**src/rtl/serv_rf_ram_dbg.sv**
```systemverilog
// SERV register-file RAM with a side-band debug port.
// The CPU port always wins. Debug accesses move one RAM word per idle CPU cycle,
// stepping through the 32-bit register or CSR slot.
module serv_rf_ram_dbg #(
    parameter int WIDTH     = 8,
    parameter int RF_COUNT  = 16,
    parameter int CSR_COUNT = 8,
    parameter int L2D       = $clog2((RF_COUNT + CSR_COUNT) * 32 / WIDTH)
) (
    input  logic             i_clk,
    input  logic             i_rst_n,
    input  logic [L2D-1:0]   i_waddr,
    input  logic [WIDTH-1:0] i_wdata,
    input  logic             i_wen,
    input  logic [L2D-1:0]   i_raddr,
    input  logic             i_ren,
    output logic [WIDTH-1:0] o_rdata,
    input  logic             i_dbg_req,
    input  logic             i_dbg_we,
    input  logic [5:0]       i_dbg_reg,
    input  logic [31:0]      i_dbg_wdata,
    output logic             o_dbg_ack,
    output logic [31:0]      o_dbg_rdata,
    output logic             o_dbg_err
);
    localparam int unsigned N     = 32 / WIDTH;
    localparam int unsigned TOTAL = RF_COUNT + CSR_COUNT;
    localparam int unsigned DEPTH = TOTAL * N;
    localparam int unsigned CW    = $clog2(N) + 1;

    typedef enum logic [1:0] {IDLE, CHK, XFER, DONE} state_t;

    state_t           state;
    state_t           state_nx;
    logic [WIDTH-1:0] mem [DEPTH];
    logic             we_q;
    logic [5:0]       reg_q;
    logic [31:0]      wdata_q;
    logic             err_q;
    logic [CW-1:0]    cnt;
    logic             beat;
    logic             last_beat;
    logic             bad_reg;
    logic             zero_reg;
    logic [L2D-1:0]   dbg_addr;
    logic [WIDTH-1:0] dbg_wsel;
    logic [WIDTH-1:0] dbg_q;
    logic             rd_pend;
    logic [CW-1:0]    rd_k;
    logic             ram_we;
    logic [L2D-1:0]   ram_waddr;
    logic [WIDTH-1:0] ram_wdata;

    assign bad_reg   = {1'b0, reg_q} >= 7'(TOTAL);
    assign zero_reg  = (reg_q == '0);
    // A beat only goes out in a cycle the CPU leaves the RAM alone
    assign beat      = (state == XFER) && (cnt < CW'(N)) && !i_ren && !i_wen;
    assign last_beat = beat && (cnt == CW'(N - 1));
    assign dbg_addr  = L2D'(32'(reg_q) * N + 32'(cnt));

    assign ram_we    = i_wen || (beat && we_q);
    assign ram_waddr = i_wen ? i_waddr : dbg_addr;
    assign ram_wdata = i_wen ? i_wdata : dbg_wsel;

    assign o_dbg_ack = (state == DONE);
    assign o_dbg_err = (state == DONE) && err_q;

    // Select the debug write word for the current beat
    always_comb begin
        dbg_wsel = '0;
        for (int unsigned k = 0; k < N; k++) begin
            if (cnt == CW'(k)) dbg_wsel = wdata_q[k*WIDTH +: WIDTH];
        end
    end

    // Debug FSM state register
    always_ff @(posedge i_clk or negedge i_rst_n) begin
        if (!i_rst_n) state <= IDLE;
        else          state <= state_nx;
    end

    // Debug FSM next state; reads spend one more XFER cycle on the final capture
    always_comb begin
        state_nx = state;
        case (state)
            IDLE: if (i_dbg_req) state_nx = CHK;
            CHK:  state_nx = (bad_reg || zero_reg) ? DONE : XFER;
            XFER: begin
                if (we_q) begin
                    if (last_beat) state_nx = DONE;
                end else if (cnt == CW'(N)) begin
                    state_nx = DONE;
                end
            end
            DONE:    state_nx = IDLE;
            default: state_nx = IDLE;
        endcase
    end

    // Debug request latch, beat counter and private read-capture path
    always_ff @(posedge i_clk or negedge i_rst_n) begin
        if (!i_rst_n) begin
            we_q        <= 1'b0;
            reg_q       <= '0;
            wdata_q     <= '0;
            err_q       <= 1'b0;
            cnt         <= '0;
            rd_pend     <= 1'b0;
            rd_k        <= '0;
            o_dbg_rdata <= '0;
        end else begin
            rd_pend <= beat && !we_q;
            rd_k    <= cnt;
            if (state == IDLE && i_dbg_req) begin
                we_q    <= i_dbg_we;
                reg_q   <= i_dbg_reg;
                wdata_q <= i_dbg_wdata;
            end
            if (state == CHK) begin
                err_q <= bad_reg;
                cnt   <= '0;
                if (!bad_reg && zero_reg && !we_q) o_dbg_rdata <= '0;
            end
            if (beat) cnt <= cnt + 1'b1;
            if (rd_pend) begin
                for (int unsigned k = 0; k < N; k++) begin
                    if (rd_k == CW'(k)) o_dbg_rdata[k*WIDTH +: WIDTH] <= dbg_q;
                end
            end
        end
    end

    // RAM array: single write port shared by CPU and debug, plus the debug read port
    always_ff @(posedge i_clk) begin
        if (ram_we) mem[ram_waddr] <= ram_wdata;
        if (beat && !we_q) dbg_q <= mem[dbg_addr];
    end

    // CPU registered read port
    always_ff @(posedge i_clk or negedge i_rst_n) begin
        if (!i_rst_n)   o_rdata <= '0;
        else if (i_ren) o_rdata <= mem[i_raddr];
    end
endmodule
```
**config.mk**
```make
export PLATFORM = sky130hd
export DESIGN_NAME = serv_rf_ram_dbg
export DESIGN_NICKNAME = d
export VERILOG_FILES = /design/src/rtl/serv_rf_ram_dbg.sv
export SDC_FILE = /design/constraint.sdc
export NUM_CORES = 1
export LEC_CHECK = 0
export BUFFER_PORTS_ARGS = -buffer_cell sky130_fd_sc_hd__buf_2
export CAP_MARGIN = 20
export CORE_UTILIZATION = 39
export DETAILED_ROUTE_END_ITERATION = 12
export SLEW_MARGIN = 25
export SYNTH_ARGS = -nofsm -noshare
export SYNTH_HDL_FRONTEND = slang
export SYNTH_SLANG_ARGS = --single-unit
```
**constraint.sdc**
```tcl
create_clock -name i_clk -period 11.35 [get_ports i_clk]
set_input_delay 2.27 -clock i_clk [delete_from_list [all_inputs] [get_ports i_clk]]
set_output_delay 2.27 -clock i_clk [all_outputs]
set_load 0.02 [all_outputs]
```
; ---- Word-level counts from Yosys, hierarchy flattened
; Memories as Yosys holds them, arrays and structs flattened. A register that Yosys moved wholly into a read port is not among the register bits.
; Cells that the tools add are included.
[totals]
ff_bits = 81
ram_bits = 768
in_bits = 66
output_inout_bits = 42
word_cells = 73
memories = 1
[memory_table]
columns = name, depth, width, read_ports, rd_clocked_by_memory_dff, wr, line_no
row1 = mem, 96, 8, 2, 2, 1, 35  ; logic [WIDTH-1:0] mem [DEPTH];
[classes]
add_sub_neg = 2
order_cmp = 2
n_eq_ne = 13
muxes = 23
n_reduce_logical = 23
[ops]
columns = cell, n
row1 = $mux 32, 3
row2 = $mux 8, 9
row3 = $eq 3x2->1 const B, 4
row4 = $logic_and 1x1->1, 10
row5 = $mux 2, 4
row6 = $pmux 2 s4, 1
row7 = $add 7x3->7, 1
row8 = $mux 7, 1
row9 = $eq 3x1->1 const B, 2
row10 = $ge 6x5->1 const B, 1
row11 = $logic_not 3->1, 2
row12 = $logic_not 6->1, 1
row13 = $mux 3, 2
row14 = $logic_not 1->1, 5
row15 = $eq 2x2->1 const B, 2
row16 = $add 3x1->3 const B, 1
row17 = $eq 3x3->1 const B, 1
row18 = $lt 3x3->1 const B, 1
row19 = $mux 1, 3
row20 = $ne 3x2->1 const B, 1
row21 = $ne 3x3->1 const B, 1
row22 = $reduce_and 3->1, 1
row23 = $eq 2x1->1 const B, 1
row24 = $logic_not 2->1, 1
row25 = other kinds (3), 4

; ---- Longest topological paths before layout
[depth]
depth_word = 8
mapped_depth = 13
ltp_nobuf = 8

; ---- Worst setup path before layout
; Ideal clock, no wire load.
[synth_path]
path_kind = input to register
start = input i_wen
end = memory mem[0][5], data pin
setup_time_ns = 0.949
arrival_time_ns = 6.624
required_time_ns = 10.401
setup_slack_ns = 3.777
cell_stages = 4
path_buffers = 3
cell_sequence = clkbuf_1 > clkbuf_1 > clkbuf_1 > o21ai_0
[synth_between]
elab_chain_cells = 1
[synth_rtl]
columns = element, line_no
row1 = "start, declared", 14  ; input logic i_wen,
row2 = $mux 8, 63  ; assign ram_wdata = i_wen ? i_wdata : dbg_wsel;
row3 = via ram_wdata[5], 52  ; logic [WIDTH-1:0] ram_wdata;
row4 = "end, declared", 35
; The timed path passes the listed nets, and every way through them passes these cells.

; ---- Worst setup path in the final report
[layout_path]
start = register cnt[0]
end = memory mem[13][2], data pin
[layout_between]
elab_chain_cells = 6
elab_cells_between_ends = 9
cone_classes = eq/ne (3) / mux (5) / reduce/logical (1)
[layout_rtl]
columns = element, line_no
row1 = "start, declared", 40  ; logic [CW-1:0] cnt;
row2 = "start signal, assigned", 124  ; if (beat) cnt <= cnt + 1'b1;
row3 = $logic_not 3->1, 72  ; if (cnt == CW'(k)) dbg_wsel = wdata_q[k*WIDTH +: WIDTH];
row4 = $mux 8 (3 in series), 72
row5 = $mux 8 (*), 72
row6 = $mux 8 (*), 63
row7 = via ram_wdata[2], 52
; Mark *: on every way through the listed nets, which the timed path passes. The rest lies on a longest branch.

==> impl_metrics.yaml <==
placed_design:
  hpwl_mm: 89.2
  place.gp.congestion: 0.970
  post-place-ws_ps: 5760
  io_buffers: 107
clocking:
  htreeDepth: 3
  clk_latency_ps: 690
  cts_sinks: 865
  post_cts_buffers: 0
  ctsLongestPathBuffers: 3
  cts_resized: 0
  cts_buffers: 90
  ctsHoldBuffers: 0
  clock-root-buffer: "clkbuf_16"
  cts_tree: "yes"
  cts.clk_slew.worst_paths_ps: 60
sta:
  final_hold_viol_count: 0
  post-route-period-util_pct: 45.9
  relSlewSlack_pct: 23.3
  min_period_ps: 5210
  finalSetupTns_ps: 0
  tightest_slew_ps: 1150
  fmax_mhz: 192
  setup_violations: 0
  drv_slew: 0
  finClkSkew_ps: 30.4
  rsz0062_at_grt: "no"
  fin_ws_ps: 6140
detailed_routing:
  detailedRoute.firstPassIterationCount: 7
  vias: 25100
  avgViaCountPerCell: 6.42
  wl_per_cell_um: 34.0
  ant_nets: 0
  dr.first_iter.drc_count: 3598
  route.detailed.drc: 0
  wl_mm: 133
grt:
  track_usage_pct: 25.5
  grt_pass1_vias: 24800
  grt_overflow: 0
  grt_pass1_wl_mm: 189
  antenna_found_initial: 5
  grt_start_max_net_pins: 116
cells_and_area:
  drive_gt1_share_pct: 28.3
  fillers: 8801
  post-route-util_pct: 44.4
  fin_nets: 2547
  synthToLayoutAreaGrowth_pct: 12.0
floorplan:
  rows: 117
  initial_core_util_pct: 39.6
  die_h_um: 324
  fp.dieW_um: 324
  io-pin-count: 108
  die_area_um2: 105000
  core-area_um2: 102000
pwr:
  p_int_mw: 6.85
  clockPowerShare_pct: 28.2
  power_switching_mw: 3.72
  seqPwrFrac_pct: 40.3
  vdd_drop_max_v: 0.000207
  combPwrFrac_pct: 31.5
  p_per_area_nw_per_um2: 233
  power_mw: 10.6
  p_leak_nw: 14.9
  power.share.switching_pct: 35.2
critical_path:
  cp.required_ps: 11670
  worst-path-max-fanout: 74
  path_class: "flip-flop to flip-flop"
  worst_ep_arrival_time_ps: 5530
  start_kind: "flip-flop"
  cp-end-kind: "flip-flop"
synth:
  synth-seq-cells: 865
  synth_ff_type: "edfxtp_1"
  synth_fp_nets: 2471
  ys_warn_count: 0
  ys_seq_area_share_pct: 63.0
  ys_async_sr_fraction_pct: 10.3
  synth_cells: 2393
  yosysUniqueCellTypes: 59
  synth_edf_count: 776
  netlist_area_um2: 40500
  avgSynthCellArea_um2: 16.9
run:
  cap_violations: 0
min_path:
  min-delay-path-class: "flip-flop to flip-flop"
status:
  status: "finished clean"
-- through the flow --
step / area (um^2) / std cells / hold slack, ps
final: 45400 / 3914 / 505
after global routing: 45400 / 3912 / 525
after CTS: 45400 / 3912 / 507
after detailed placement: 42400 / 3745 / 492
after global placement: 42400 / 3744 / 490
after floorplan: 40500 / 2393 / 402
-- power groups by stage --
stage                     Sequential (mW)  Combinational (mW)  Clock, mW
after floorplan                      4.37                1.93          0
after global placement               4.31                3.24          0
after detailed placement             4.32                3.27          0
after CTS                            4.25                3.26       3.01
after global routing                 4.28                3.45       3.13
final                                4.26                3.33       2.98
-- sequential cells by signal (all words and copies together) (netlist names) --
| register | cells |
|---|---|
| we_q | 1 |
| o_dbg_rdata | 32 |
| mem | 768 |
| err_q | 1 |
| rd_pend | 1 |
| state | 2 |
| o_rdata | 8 |
| reg_q | 6 |
| wdata_q | 32 |
| rd_k | 3 |
| cnt | 3 |
| dbg_q | 8 |
-- layout make-up --
class                      instances  area [um^2]  share of cell area, %
timing repair buffer             156          966                   2.13
tap                             1368         1710                   3.77
clock inverter                    59          609                   1.34
multi-input combinational       1340        14200                   31.2
sequential                       865        25500                   56.3
inverter                          16         60.1                  0.132
antenna                            2         5.00                 0.0110
clock buffer                     108         2340                   5.15
-- cell usage after synthesis, types with 31 or more instances --
master,count,area [um^2]
a22oi_1,69,518
buf_2,31,155
buf_4,33,248
clkbuf_1,74,278
dfrtp_1,89,2230
edfxtp_1,776,23300
mux2_2,46,518
mux2i_1,163,1630
mux4_2,342,7700
nand2_1,236,886
nand3_1,89,445
nor2_1,141,529
o21ai_0,47,235
-- placed cells by master (no fill, tap or decap), drive strengths merged, types with 4 or more instances in the layout --
cell type    n
o21ai       52
nand2      236
clkinv      39
nand3       89
ha          12
a311oi       5
o22ai       19
edfxtp     776
a21oi       28
clkinvlp     8
nand4       13
inv         20
mux2i      163
o211ai       5
mux2        46
a31oi       21
and2         6
bufinv       8
a32oi       10
mux4       342
buf        156
a222oi       9
nor2b        7
a221oi       6
clkbuf     108
o31ai        4
a22oi       69
o32ai        7
dfrtp       89
and3         5
nor2       141
nor3        12
-- path summary, 6_finish.rpt --
path	from	end	slack [ps]	depth (start not counted)
setup / recovery	cnt[0]	mem[13][2]	6140	9
hold / removal	wdata_q[4]	wdata_q[4]	500	1
setup reg to reg	cnt[0]	mem[13][2]	6140	9
hold reg to reg	wdata_q[4]	wdata_q[4]	500	1
max in group asynchronous	i_rst_n	cnt[0]	8620	2
min in group asynchronous	i_rst_n	wdata_q[13]	1540	1
-- worst max-delay path, cell delays in order, from the launching register on --
cell	delay [ps]
dfrtp_4	760
inv_1	130
buf_4	510
ha_1	270
nor3b_1	800
a222oi_1	250
nor3_1	330
a21oi_1	120
o21ai_4	680
buf_4	900
-- logic make-up (layout without fill, tap and decap cells) --
family | Yosys count | after routing | synth area share [%]
buffers and inverters | 188 | 339 | 2.45
multiplexers | 551 | 551 | 24.3
other | 0 | 2 | 0
adder cells (fa/ha/maj) | 12 | 12 | 0.371
AND/OR/NAND/NOR | 520 | 520 | 5.40
AO/OA/AOI/OAI | 251 | 251 | 4.25
XOR/XNOR | 6 | 6 | 0.195
flip-flops | 865 | 865 | 63.0
-- metal layers --
layer | vias to the layer above | track usage [%] | routed length (um)
met2 | 1723 | 39.8 | 61600
li1 | 9943 | - | -
met5 | - | 0 | 21
met3 | 282 | 6.47 | 15500
met1 | 13200 | 34.7 | 50400
met4 | 4 | 9.17 | 5300
Power figures use the tool's default switching activity.
